[src/rtl/reduce_gate_pipe.sv]
// Registered WIDTH-bit reduction gate (OR/AND/XOR/NOR/NAND/XNOR plus multi-beat
// OR/AND accumulate) with valid/ready handshakes on both sides.
module reduce_gate_pipe #(
    parameter int WIDTH = 8
) (
    input  logic             clk,
    input  logic             rst,
    input  logic             in_valid,
    output logic             in_ready,
    input  logic [WIDTH-1:0] in_data,
    input  logic [2:0]       in_op,
    input  logic             in_last,
    output logic             out_valid,
    input  logic             out_ready,
    output logic             out_bit,
    output logic [7:0]       out_count
);

    localparam logic S_IDLE  = 1'b0;
    localparam logic S_ACCUM = 1'b1;

    localparam logic [2:0] OP_ACC_OR = 3'd6;

    logic       state_q, state_d;
    logic       acc_q, acc_d;
    logic [7:0] cnt_q, cnt_d;
    logic       op_and_q, op_and_d;
    logic       out_valid_q, out_valid_d;
    logic       out_bit_q, out_bit_d;
    logic [7:0] out_count_q, out_count_d;

    logic       accept;
    logic       beat_bit;
    logic       acc_next;
    logic [7:0] cnt_next;

    function automatic logic reduce_op(input logic [2:0] op, input logic [WIDTH-1:0] d);
        case (op)
            3'd0:    reduce_op = |d;
            3'd1:    reduce_op = &d;
            3'd2:    reduce_op = ^d;
            3'd3:    reduce_op = ~|d;
            3'd4:    reduce_op = ~&d;
            3'd5:    reduce_op = ~^d;
            3'd6:    reduce_op = |d;
            default: reduce_op = &d;
        endcase
    endfunction

    function automatic logic [7:0] sat255_inc(input logic [7:0] c);
        sat255_inc = (c == 8'd255) ? 8'd255 : c + 8'd1;
    endfunction

    assign in_ready = !out_valid_q || out_ready;
    assign accept   = in_valid && in_ready;

    // In ACCUM the latched op decides OR vs AND; in_op is not looked at.
    assign beat_bit = op_and_q ? (&in_data) : (|in_data);
    assign acc_next = op_and_q ? (acc_q & beat_bit) : (acc_q | beat_bit);
    assign cnt_next = sat255_inc(cnt_q);

    always_comb begin
        state_d     = state_q;
        acc_d       = acc_q;
        cnt_d       = cnt_q;
        op_and_d    = op_and_q;
        out_bit_d   = out_bit_q;
        out_count_d = out_count_q;
        out_valid_d = out_valid_q && !out_ready;
        if (accept) begin
            if (state_q == S_IDLE) begin
                if (in_op < OP_ACC_OR || in_last) begin
                    out_bit_d   = reduce_op(in_op, in_data);
                    out_count_d = 8'd1;
                    out_valid_d = 1'b1;
                end else begin
                    acc_d    = reduce_op(in_op, in_data);
                    cnt_d    = 8'd1;
                    op_and_d = in_op[0];
                    state_d  = S_ACCUM;
                end
            end else if (in_last) begin
                out_bit_d   = acc_next;
                out_count_d = cnt_next;
                out_valid_d = 1'b1;
                acc_d       = 1'b0;
                cnt_d       = 8'd0;
                state_d     = S_IDLE;
            end else begin
                acc_d = acc_next;
                cnt_d = cnt_next;
            end
        end
    end

    always_ff @(posedge clk or posedge rst) begin
        if (rst) begin
            state_q     <= S_IDLE;
            acc_q       <= 1'b0;
            cnt_q       <= 8'd0;
            op_and_q    <= 1'b0;
            out_valid_q <= 1'b0;
            out_bit_q   <= 1'b0;
            out_count_q <= 8'd0;
        end else begin
            state_q     <= state_d;
            acc_q       <= acc_d;
            cnt_q       <= cnt_d;
            op_and_q    <= op_and_d;
            out_valid_q <= out_valid_d;
            out_bit_q   <= out_bit_d;
            out_count_q <= out_count_d;
        end
    end

    assign out_valid = out_valid_q;
    assign out_bit   = out_bit_q;
    assign out_count = out_count_q;

endmodule

[config.mk]
export PLATFORM = sky130hd
export DESIGN_NAME = reduce_gate_pipe
export DESIGN_NICKNAME = d
export VERILOG_FILES = /design/src/rtl/reduce_gate_pipe.sv
export SDC_FILE = /design/constraint.sdc
export NUM_CORES = 1
export LEC_CHECK = 0
export CORE_MARGIN = 10
export CORE_UTILIZATION = 40
export DETAILED_ROUTE_END_ITERATION = 7
export PLACE_DENSITY = 0.77
export SYNTH_ARGS = -nofsm -noshare
export SYNTH_HDL_FRONTEND = slang
export SYNTH_SLANG_ARGS = --single-unit
[constraint.sdc]
create_clock -name clk -period 1.6 [get_ports clk]
set_clock_uncertainty 0.2 [all_clocks]
set_input_delay 0.32 -clock clk [delete_from_list [all_inputs] [get_ports clk]]
set_output_delay 0.32 -clock clk [all_outputs]
set_load 0.03 [all_outputs]
==> results of run 1 <==
==> per-layer routing <==
| layer | part of all wire | vias to the layer above | GRT usage | routed length [um] |
|---|---|---|---|---|
| met2 | 0.57 | 22 | 0.244 | 2300 |
| met1 | 0.38 | 644 | 0.121 | 1520 |
| li1 | - | 650 | - | - |
| met5 | 0 | - | 0 | 0 |
| met4 | 0.013 | 0 | 0.0430 | 51 |
| met3 | 0.038 | 6 | 0.0239 | 154 |
==> kinds of logic (layout without fill, tap and decap cells) <==
family / after synthesis / in the layout
flip-flops: 21 / 21
AO/OA/AOI/OAI: 48 / 48
AND/OR/NAND/NOR: 47 / 47
multiplexers: 2 / 2
adder cells (fa/ha/maj): 9 / 9
buffers and inverters: 20 / 73
XOR/XNOR: 6 / 6
==> power by group <==
part           internal [mW]  switching [mW]  total [mW]  leakage, nW
clock                 0.0974           0.163       0.261       0.0150
sequential             0.612          0.0738       0.686        0.274
combinational          0.382           0.390       0.772        0.644
==> worst max-delay path by stage <==
stage,from,to,cells after the start
4_1_cts,in_data[5],out_bit$_DFFE_PP0P_,9
5_1_grt,in_data[3],out_bit$_DFFE_PP0P_,8
3_5_place_dp,in_data[5],out_bit$_DFFE_PP0P_,9
6_report,in_data[3],out_bit$_DFFE_PP0P_,8
3_3_place_gp,in_data[5],out_bit$_DFFE_PP0P_,9
2_1_floorplan,in_data[5],out_bit$_DFFE_PP0P_,7
==> cell usage after synthesis, types with 2 or more instances <==
library cell  count  area, um^2
dfrtp_1          21         526
o21ai_0          18        90.1
inv_1            14        52.6
nand2_1          14        52.6
ha_1              9         113
nor2_1            9        33.8
a21oi_1           5        25.0
and3_1            5        31.3
nand3_1           5        25.0
xnor2_1           5        43.8
a21boi_0          3        22.5
a21o_1            3        22.5
a31oi_1           3        18.8
buf_2             3        15.0
nand2b_1          3        18.8
o21a_1            3        22.5
o22a_1            3        26.3
buf_4             2        15.0
nand3b_1          2        15.0
nand4_1           2        12.5
nor2b_1           2        12.5
==> state kept, by name, indices dropped and copies added, names as in the netlist <==
| signal | count |
|---|---|
| out_valid | 1 |
| acc_q | 1 |
| out_bit | 1 |
| op_and_q | 1 |
| out_count | 8 |
| cnt_q | 8 |
| state_q | 1 |
==> area by class of cell <==
cell class	count	area share
multi-input combinational	112	0.467
sequential	21	0.243
timing repair buffer	55	0.217
inverter	14	0.0346
tap	46	0.0265
clock buffer	4	0.0121
==> per-stage QoR <==
| step | setup WS (ps) | setup TNS, ps | power (mW) |
|---|---|---|---|
| after floorplan | -143 | -245 | 1.05 |
| final | -78.8 | -182 | 1.72 |
| after global placement | -834 | -7890 | 1.30 |
| after global routing | -124 | -669 | 1.80 |
| after detailed placement | -919 | -8900 | 1.33 |
| after CTS | -132 | -218 | 1.64 |
==> repair_timing <==
item                       in CTS  in global routing
gates resized for setup        69                 63
gates cloned                    0                  1
pin swaps                      12                 24
buffers inserted                2                  1
setup endpoints to repair      27                 25
==> worst max-delay path, cell delays in order <==
cell and delay, ps:
buf_4 130, inv_4 50, ha_4 100, nand4_1 230, o21ai_1 270, o32ai_2 150, a2111oi_4 330, a21oi_1 80
==> results.cfg, run 1 <==
[global_routing]
grt_pass1_vias = 1424
grt_pass1_wl_um = 6330
track_usage = 0.123
antenna_found_initial = 0
grt_max_degree = 22
grt_overflow_total = 0

[routing]
firstDrtPassIters = 4
drt-initial-drc-count = 60
vias = 1322
drc = 0
wl_per_cell_um = 16.0
vias_per_cell = 5.25
ant_nets = 0
wirelength_um = 4030

[place]
hpwl_um = 2860
placed_area_um2 = 1950
numPortBuffers = 26
place_congestion = 0.846
dpl.cell_count = 246

[outcome]
violations = setup timing
outcome = finished with violations

[yosys]
synthAdderAreaFrac = 0.0829
syn_inst = 153
synth_ff_type = dfrtp_1
ys_warn_count = 0
muxShareOfSynthArea = 0.0157
synth_cell_type_count = 40
synth_nets = 178
synth-seq-cells = 21
synth_compound_area_frac = 0.237
avgSynthCellArea_um2 = 8.87
yosys.area_share.simple = 0.175
synth_top_family_by_area = compound AO/OA/AOI/OAI gates
synth_edf_count = 0
yosysSeqAreaShare = 0.387
synth-xor-area-share = 0.0387
netlist_area_um2 = 1360
ys_async_sr_fraction = 1.00

[final_layout]
fin_util = 0.656
drive_above_1_share = 0.485
layout_commonest_cell = buf_4
final_cell_mix = 26 x buf_4, 19 x dfrtp_1, 15 x o21ai_1
antenna_cells = 0
fin_area_um2 = 2170
multiInputGateArea_um2 = 1010
final_cells = 252
num-fill-cells = 284
seqCellArea_um2 = 528
finalNetCount = 232
syn_to_final_growth_pct = 60.0

[cts]
cts_tree = built
clockBufferDepth = 2
h-tree-depth = 1
path_clk_slew_ps = 120
cts.sink_count = 21
root_buffer = clkbuf_4
insertion_delay_ps = 310
ctsHoldBuffers = 0
numCtsBuffers = 3

[critical_path]
path_max_fanout = 4
crit_path_end_kind = flip-flop
r2r_start = state_q$_DFFE_PP0P_
rr_endpoint = acc_q$_DFFE_PP0P_
rrSetupSlack_ps = -50
critPathKind = in -> reg
required_ps = 1600
reg2reg_depth = 5
startpoint_type = input pin
cp.arrival_ps = 1680

[die]
die_area_um2 = 6120
core_um2 = 3310
num_rows = 21
start_util = 0.410
die_y_um = 78.3
io_pins = 27
die_width_um = 78.3

[power_and_ir_drop]
ir_drop_mv = 0.268
power.density_nw_per_um2 = 791
power_leakage_nw = 0.933

[sta]
hold_violations = 0
final_max_slew_viol_count = 0
fmax_ghz = 0.596
relSlewSlack = 0.752
period_share = 1.05
rsz0062_at_grt = true
worstMarginPinSlew_ps = 372
setup_slack_ps = -78.8
whs_ps = 122
setup_violations = 5
period_needed_ps = 1680

[hold_path]
hold_class = in -> async

[flow_run]
drv_cap = 0
Note: power is estimated with default switching activity, not from simulation.
==> inputs of run 2 (changes only) <==
Settings changed: PLACE_DENSITY 0.77 to 0.75.
Clock period 1.6 ns to 2.1 ns, I/O delays scaled along.
==> run 2 against run 1 <==
Against the previous run: the flow now finishes without violations; power is 32% lower; register-to-register slack better by 270 ps; setup slack better by 160 ps.
==> results.cfg, run 2 (synthesized netlist as in run 1, its figures left out) <==
[power_and_ir_drop]
ir_drop_mv = 0.292
power.density_nw_per_um2 = 631
power_leakage_nw = 0.868

[sta]
fmax_ghz = 0.495
rsz0062_at_grt = false
setup_violations = 0
setup_slack_ps = 79.5
hold_violations = 0
period_share = 0.962
relSlewSlack = 0.732
worstMarginPinSlew_ps = 400
fin_setup_tns_ps = 0
final_max_slew_viol_count = 0
period_needed_ps = 2020

[final_layout]
syn_to_final_growth_pct = 37.1
antenna_cells = 0
layout_commonest_cell = dfrtp_1
num-fill-cells = 332
multiInputGateArea_um2 = 793
seqCellArea_um2 = 526
final_cell_mix = 21 x dfrtp_1, 19 x buf_4, 18 x o21ai_0
finalNetCount = 222
drive_above_1_share = 0.158
fin_util = 0.562
final_cells = 242
fin_area_um2 = 1860

[critical_path]
critPathKind = in -> reg
startpoint_type = input pin
crit_path_end_kind = flip-flop
cp.arrival_ps = 2020
path_max_fanout = 2
required_ps = 2100

[die]
die_y_um = 78.3
num_rows = 21
start_util = 0.410
die_area_um2 = 6120
die_width_um = 78.3
io_pins = 27
core_um2 = 3310

[routing]
wirelength_um = 3450
drc = 0
vias = 1282
wl_per_cell_um = 14.3
ant_nets = 0
drt-initial-drc-count = 122
firstDrtPassIters = 4
vias_per_cell = 5.30

[global_routing]
use_met2 = 0.212
grt_overflow_total = 0
track_usage = 0.114
grt_pass1_vias = 1339
met1_usage = 0.123
met3_usage = 0.0285
top_usage_layer = met2
antenna_found_initial = 0
grt_pass1_wl_um = 5910
grt_max_degree = 22

[place]
hpwl_um = 2680
dpl.cell_count = 237
pre_cts_ws_ps = -563
place_congestion = 0.867
placed_area_um2 = 1790
numPortBuffers = 26

[hold_path]
hold_class = in -> async

[flow_run]
drv_cap = 0

[cts]
path_clk_slew_ps = 120
root_buffer = clkbuf_4
cts.sink_count = 21
ctsHoldBuffers = 0
cts_tree = built
numCtsBuffers = 3
clockBufferDepth = 2
h-tree-depth = 1
insertion_delay_ps = 310

[outcome]
outcome = completed
[run 2: path summary, 6_finish.rpt]
| kind | to | cells past startpoint | start | slack [ps] |
|---|---|---|---|---|
| max | out_bit$_DFFE_PP0P_ | 9 | in_data[1] | 80 |
| max reg2reg | out_count[5]$_DFFE_PP0P_ | 6 | cnt_q[0]$_DFFE_PP0P_ | 220 |
| min | out_count[2]$_DFFE_PP0P_ | 3 | rst | 250 |
| min in group clk | out_count[2]$_DFFE_PP0P_ | 1 | out_count[2]$_DFFE_PP0P_ | 290 |
| min reg2reg | out_count[2]$_DFFE_PP0P_ | 1 | out_count[2]$_DFFE_PP0P_ | 290 |
| max in group asynchronous | cnt_q[7]$_DFFE_PP0P_ | 3 | rst | 1240 |
[run 2: repair_timing]
action,4_1_cts,5_1_grt
hold endpoints to repair,0,0
buffers inserted,0,1
resized for setup,10,6
pin swaps,7,5
setup endpoints to repair,2,2
[run 2: area by class of cell]
| type | instances | share of cell area |
|---|---|---|
| Sequential cell | 21 | 0.282 |
| Tap cell | 46 | 0.0309 |
| Clock buffer | 4 | 0.0141 |
| Timing Repair Buffer | 45 | 0.218 |
| Inverter | 14 | 0.0282 |
| Multi-Input combinational cell | 112 | 0.426 |
[run 2: critical path: stages]
cell	delay, ps
clkdlybuf4s15_1	190
inv_1	50
ha_1	320
xor2_2	200
xnor2_2	160
buf_4	150
and3b_1	200
a2111oi_4	270
a21oi_1	60
[run 2: per-stage QoR]
stage,hold slack (ps),total power [mW]
after floorplan,197,0.772
final,250,1.18
after CTS,262,1.14
after global routing,270,1.26
after global placement,262,0.924
after detailed placement,273,0.947
[run 2: routing by layer]
metal  up-vias  wire length [um]
li1        632                 -
met1       613              1450
met2        31              1800
met3         6               155
met4         0                40
met5         -                 0
[run 2: report_power, final]
group	total (mW)	switching (mW)	leakage, nW	internal [mW]
sequential	0.524	0.0587	0.277	0.465
clock	0.205	0.130	0.0150	0.0742
combinational	0.446	0.229	0.576	0.218
